$ cat src/rtl/arbiter_game_pkg.sv
// Shared types and encodings for the arbiter game input conditioner.
package arbiter_game_pkg;

    // First-press latch states
    typedef enum logic {
        ST_ARMED  = 1'b0,
        ST_LOCKED = 1'b1
    } fsm_state_t;

    // first_id encodings
    localparam logic [1:0] ID_NONE = 2'b00;
    localparam logic [1:0] ID_P1   = 2'b01;
    localparam logic [1:0] ID_P2   = 2'b10;
    localparam logic [1:0] ID_TIE  = 2'b11;

    // Maps the pair of effective presses seen in one cycle to a result code.
    function automatic logic [1:0] first_id_of(input logic p1, input logic p2);
        logic [1:0] id;
        id = ID_NONE;
        if (p1 && p2) begin
            id = ID_TIE;
        end else if (p1) begin
            id = ID_P1;
        end else if (p2) begin
            id = ID_P2;
        end
        return id;
    endfunction

endpackage

$ cat src/rtl/debounce_channel.sv
// One push-button channel: synchronizer chain, debounce counter, press
// pulse and, when ARB_STUCK_DETECT_EN is defined, a stuck-button detector.
// Without ARB_STUCK_DETECT_EN the stuck output is tied low.
module debounce_channel
    import arbiter_game_pkg::*;
#(
    parameter int DEBOUNCE_COUNT = 20,
    parameter int SYNC_STAGES    = 2,
    parameter int STUCK_COUNT    = 4000
) (
    input  logic clk,
    input  logic rst_n,
    input  logic btn_n,
    output logic level,
    output logic press,
    output logic stuck
);

    localparam int CW = $clog2(DEBOUNCE_COUNT);
    localparam logic [CW-1:0] CNT_LAST = CW'(DEBOUNCE_COUNT - 1);

    if (DEBOUNCE_COUNT < 2 || DEBOUNCE_COUNT > 65535 || SYNC_STAGES < 2 || STUCK_COUNT < 1) begin : g_param_check
        $error("debounce_channel: illegal parameter value");
    end

    logic [SYNC_STAGES-1:0] sync;
    logic [CW-1:0]          cnt;
    logic                   sample;
    logic                   accept;
    logic                   falling;

    // Synchronizer chain; resets to released so nothing is seen as pressed.
    always_ff @(posedge clk or negedge rst_n) begin
        if (!rst_n) begin
            sync <= '1;
        end else begin
            sync <= {sync[SYNC_STAGES-2:0], btn_n};
        end
    end

    assign sample  = ~sync[SYNC_STAGES-1];
    assign accept  = (sample != level) && (cnt == CNT_LAST);
    assign falling = accept && !sample;

    // Debounce: a new level must persist for DEBOUNCE_COUNT cycles; any
    // return to the current level restarts the count.
    always_ff @(posedge clk or negedge rst_n) begin
        if (!rst_n) begin
            cnt   <= '0;
            level <= 1'b0;
            press <= 1'b0;
        end else begin
            press <= accept && sample;
            if (sample == level) begin
                cnt <= '0;
            end else if (accept) begin
                level <= sample;
                cnt   <= '0;
            end else begin
                cnt <= cnt + 1'b1;
            end
        end
    end

`ifdef ARB_STUCK_DETECT_EN
    localparam int HW = $clog2(STUCK_COUNT + 1);
    localparam logic [HW-1:0] HOLD_MAX  = HW'(STUCK_COUNT);
    localparam logic [HW-1:0] HOLD_LAST = HW'(STUCK_COUNT - 1);

    logic [HW-1:0] hold;
    logic          stuck_q;

    // Hold counter: counts cycles with level high, saturating; flag clears
    // on the same edge the level falls.
    always_ff @(posedge clk or negedge rst_n) begin
        if (!rst_n) begin
            hold    <= '0;
            stuck_q <= 1'b0;
        end else if (!level || falling) begin
            hold    <= '0;
            stuck_q <= 1'b0;
        end else begin
            if (hold != HOLD_MAX) begin
                hold <= hold + 1'b1;
            end
            stuck_q <= (hold >= HOLD_LAST);
        end
    end

    assign stuck = stuck_q;
`else
    assign stuck = 1'b0;
`endif

endmodule

$ cat src/rtl/arbiter_input_conditioner.sv
// Front end for the two player buttons: two debounce channels plus the
// first-press latch. Stuck detection is built in only with
// ARB_STUCK_DETECT_EN; otherwise stuck_out reads 00 and presses are unmasked.
//
// state     | meaning
// ST_ARMED  | waiting for the first debounced press
// ST_LOCKED | result latched, further presses ignored until clear_in
module arbiter_input_conditioner
    import arbiter_game_pkg::*;
#(
    parameter int DEBOUNCE_COUNT = 20,
    parameter int SYNC_STAGES    = 2,
    parameter int STUCK_COUNT    = 4000
) (
    input  logic       clk,
    input  logic       rst_in_n,
    input  logic       btn1_in_n,
    input  logic       btn2_in_n,
    input  logic       clear_in,
    output logic       req1_out,
    output logic       req2_out,
    output logic       press1_out,
    output logic       press2_out,
    output logic       first_valid_out,
    output logic [1:0] first_id_out,
    output logic [1:0] stuck_out
);

    fsm_state_t state;
    logic       stuck1;
    logic       stuck2;
    logic       arm1;
    logic       arm2;

    debounce_channel #(
        .DEBOUNCE_COUNT (DEBOUNCE_COUNT),
        .SYNC_STAGES    (SYNC_STAGES),
        .STUCK_COUNT    (STUCK_COUNT)
    ) u_ch1 (
        .clk   (clk),
        .rst_n (rst_in_n),
        .btn_n (btn1_in_n),
        .level (req1_out),
        .press (press1_out),
        .stuck (stuck1)
    );

    debounce_channel #(
        .DEBOUNCE_COUNT (DEBOUNCE_COUNT),
        .SYNC_STAGES    (SYNC_STAGES),
        .STUCK_COUNT    (STUCK_COUNT)
    ) u_ch2 (
        .clk   (clk),
        .rst_n (rst_in_n),
        .btn_n (btn2_in_n),
        .level (req2_out),
        .press (press2_out),
        .stuck (stuck2)
    );

    assign stuck_out = {stuck2, stuck1};

    // A stuck channel cannot claim the latch; stuck is constant 0 when the
    // detector is not built.
    assign arm1 = press1_out && !stuck1;
    assign arm2 = press2_out && !stuck2;

    // First-press latch; clear_in wins over a press in the same cycle.
    always_ff @(posedge clk or negedge rst_in_n) begin
        if (!rst_in_n) begin
            state           <= ST_ARMED;
            first_valid_out <= 1'b0;
            first_id_out    <= ID_NONE;
        end else if (clear_in) begin
            state           <= ST_ARMED;
            first_valid_out <= 1'b0;
            first_id_out    <= ID_NONE;
        end else begin
            case (state)
                ST_ARMED: begin
                    if (arm1 || arm2) begin
                        state           <= ST_LOCKED;
                        first_valid_out <= 1'b1;
                        first_id_out    <= first_id_of(arm1, arm2);
                    end
                end
                ST_LOCKED: begin
                    state <= ST_LOCKED;
                end
                default: begin
                    state           <= ST_ARMED;
                    first_valid_out <= 1'b0;
                    first_id_out    <= ID_NONE;
                end
            endcase
        end
    end

endmodule
$ cat config.mk
export PLATFORM = sky130hd
export DESIGN_NAME = arbiter_input_conditioner
export DESIGN_NICKNAME = d
export VERILOG_FILES = /design/src/rtl/arbiter_game_pkg.sv /design/src/rtl/debounce_channel.sv /design/src/rtl/arbiter_input_conditioner.sv
export SDC_FILE = /design/constraint.sdc
export NUM_CORES = 1
export LEC_CHECK = 0
export BUFFER_PORTS_ARGS = -buffer_cell sky130_fd_sc_hd__buf_2
export CAP_MARGIN = 20
export CORE_MARGIN = 8
export CORE_UTILIZATION = 57
export CTS_CLUSTER_SIZE = 30
export DETAILED_ROUTE_END_ITERATION = 8
export PLACE_DENSITY_LB_ADDON = 0.2
export RECOVER_POWER = 50
export SLEW_MARGIN = 25
export SYNTH_ARGS = -nofsm -noshare
export SYNTH_HDL_FRONTEND = slang
export SYNTH_SLANG_ARGS = --single-unit
$ cat constraint.sdc
create_clock -name clk -period 2 [get_ports clk]
set_input_delay 0.5 -clock clk [delete_from_list [all_inputs] [get_ports clk]]
set_output_delay 0.5 -clock clk [all_outputs]
set_load 0.02 [all_outputs]
==> impl_results.md <==
* P_leak at 0.483 nW
* N_diodes at 0
* DR DRC count at 0
* Seq/Total Area, Yosys at 62.7%
* CP Cell Sequence: buf_2
* H-tree depth at 1
* Hold Buf Count CTS at 0
* Register bit total from synthesis at 22
* DRC violation total after the first TritonRoute iteration at 17
* Vias in the first global route at 602
* Hold Violations, Final at 0
* Post-DRT Antenna Nets at 0
* Maximum VDD drop at 0.633 mV
* Setup CP Type: flop to output port
* Buf+Inv Stages, Crit Path at 1
* Final-report max-slew violation count at 0
* Util after Layout at between 60% and 70%
* Clock buffer depth at 2
* Global-route wire length before repair at 2550 um
* Total Routed Length at 1350 um
* Clock Sinks at 22
* Net count, final at 97
* Die W at 55.4 um
* Core ar. at 1490 um2
* Clock power share at 38.9%
* Share of total power in sequential cells at 56.3%
* DR vias at 551
* Clock skew at 0.0139 ns
* Total chip power at 0.839 mW
* RSZ-0062 raised after global routing: false
* Power Density at 838 nW/um2
* Run status: complete, no violations
* Post-cts sizing count at 0
* Post-CTS Setup Inserts at 0
* Num ports at 14
* Initial Util at about three fifths
* CP required at 1.50 ns
* EDFF count, synth at 0
* Clock Tree Root: clkbuf_4
* Avg Cell Area, Syn at 11.8 um2
* Die Ht at 55.4 um
* Fmax at 0.692 GHz
* Clk_lat worst skew at 0.30 ns
* Largest net degree at the start of global routing at 23
* Top-area cell type share of the netlist area at 50.8%
* Die Area at ~3100 um2
* Synthesized instance count at 75
* GRT Total Usage at 9.87%
* Layout filler cell count at 108
* Async set-reset flop share out of synthesis at 100%
* Crit start category: flop
* P&R area growth vs syn at 13.0%
* Worst-path clk slew at approximately 0.12 ns
* CTS buffer count at 3
* Worst R2R End: u_ch2.cnt[3]$_DFF_PN0_
* Final worst slack at 0.554 ns
* Reg2reg start: u_ch2.cnt[0]$_DFF_PN0_
* CTS tree: yes
* Gate power share at 4.9%
* R2R Setup Slk at just under 0.8 ns
* Max Cap Viol at 0
* Post-synth top area cell: dfrtp_1
* Share of cells above drive strength 1 at between 20% and 30%
* Antenna violations before repair at 0
* Psw at 0.160 mW
* DRT Pass-1 Iters at 4
* GPL Wtd Cong at 0.754
* Worst hold path endpoint: u_ch2.sync[0]$_DFF_PN1_
* Setup-failing EPs final at 0
* Int Pwr at 0.679 mW
* Routed len/inst at 12.9 um
* Period utilization at 72.3%
* Setup TNS at 0 ns
* Total congestion overflow at 0
* R2r worst-path depth at 4
* HP Start: btn2_in_n
* Critical path's top delay family: flip-flops
* Largest stage delay on the critical path at between 0.4 and 0.5 ns
* Prevailing post-synth register cell: dfrtp_1
* Commonest cells after routing, fill and taps aside: 18 x dfrtp_1, 10 x buf_2, 8 x nor2_1
* Hold path cells at 1
* Most area-consuming cells after synthesis: dfrtp_1 51%, dfstp_2 12%, nor2_1 3.4%
* Net Sw Frac at 19.1%
* Post-synth cell types at 24
* Max-Slew Margin vs Limit at around 26%
* Post-synthesis cell area at between 800 and 900 um2
* CP Max Fanout at 4
* Commonest non-fill, non-tap cell in the layout: dfrtp_1
* Arrival @ worst endpoint at ~0.95 ns
* Actual slew at the worst max-slew pin at 1.11 ns
* # rows at 14
* Yosys warnings at 0
* Worst setup EP type: output port
* DP HPWL at 977 um
* Hold crit path type: primary input to flop
* Worst path slowest cell: dfrtp_1
* PortBufs at 11
* Placed Cells at 101
* DP Worst Slack at a little over 0.8 ns
* Finished Layout Cells at 105
* Vias per cell at around 5.2
* Post-layout min period at ~1.4 ns
kinds of logic (layout without fill, tap and decap cells):
logic type,count (synthesis),in the layout,share of synthesized area [%]
flip-flops,22,22,62.7
adder cells (fa/ha/maj),2,2,2.82
other,1,2,0.423
AND/OR/NAND/NOR,27,27,16.4
buffers and inverters,6,19,3.39
XOR/XNOR,6,6,6.78
AO/OA/AOI/OAI,11,11,7.49
worst register-to-register path: stages, from the launching register on:
cell       delay [ns]
dfrtp_1          0.41
ha_1             0.24
nand4bb_1        0.18
nand2_1          0.15
nor2_1           0.16
cells in the mapped netlist, types with 2 or more instances:
cell type and count:
ha_1 2, nor2_1 8, nand2_1 3, xor2_1 3
dfrtp_1 18, inv_1 4, nand2b_1 4, xnor2_1 2
o21ai_0 3, a21oi_1 4, dfstp_2 4, nand4bb_1 2
nor3_1 3, nand3_1 4, buf_4 2
routing by layer:
layer	GRT usage, %	part of all wire, %	vias to the layer above
met3	4.79	9.4	4
li1	-	-	274
met5	0	0	-
met2	15.4	45	20
met1	11.0	43	253
met4	4.58	2.7	0
flip-flops by register name, indices dropped and copies added, names as in the netlist:
signal,cells
first_id_out,2
first_valid_out,1
u_ch2.press,1
u_ch1.press,1
u_ch2.level,1
u_ch1.level,1
u_ch1.sync,2
state,1
u_ch1.cnt,5
u_ch2.cnt,5
u_ch2.sync,2
power by group through the flow:
stage | registers (mW) | clock network, mW | logic (mW)
CTS | 0.472 | 0.331 | 0.0418
global placement | 0.480 | 0 | 0.0396
finish | 0.472 | 0.326 | 0.0408
floorplan | 0.478 | 0 | 0.0270
detailed placement | 0.480 | 0 | 0.0409
global route | 0.475 | 0.347 | 0.0470
worst max path at each step:
stage,to,cells past startpoint,start,slack [ns]
finish,req1_out,1,u_ch1.level$_DFFE_PN0P_,0.55
global route,req1_out,1,u_ch1.level$_DFFE_PN0P_,0.49
CTS,req1_out,1,u_ch1.level$_DFFE_PN0P_,0.55
detailed placement,u_ch1.cnt[4]$_DFF_PN0_,3,u_ch1.sync[1]$_DFF_PN1_,0.82
global placement,u_ch1.cnt[4]$_DFF_PN0_,3,u_ch1.sync[1]$_DFF_PN1_,0.83
floorplan,u_ch1.cnt[4]$_DFF_PN0_,3,u_ch1.sync[1]$_DFF_PN1_,0.90
cell type report:
type / count / area [um2] / share of cell area, %
Sequential cell: 22 / 556 / 55.5
Inverter: 4 / 15.0 / 1.50
Tap cell: 16 / 20.0 / 2.00
Clock inverter: 1 / 30.0 / 3.00
Clock buffer: 3 / 22.5 / 2.25
Timing Repair Buffer: 11 / 53.8 / 5.38
Multi-Input combinational cell: 48 / 304 / 30.4
metrics by stage:
stage               hold slack [ns]  instance area [um2]
detailed placement            0.349                  950
global route                  0.260                 1000
floorplan                     0.204                  890
CTS                           0.139                 1000
global placement              0.348                  950
finish                        0.280                 1000
No activity file was read; power rests on OpenSTA's default activity.
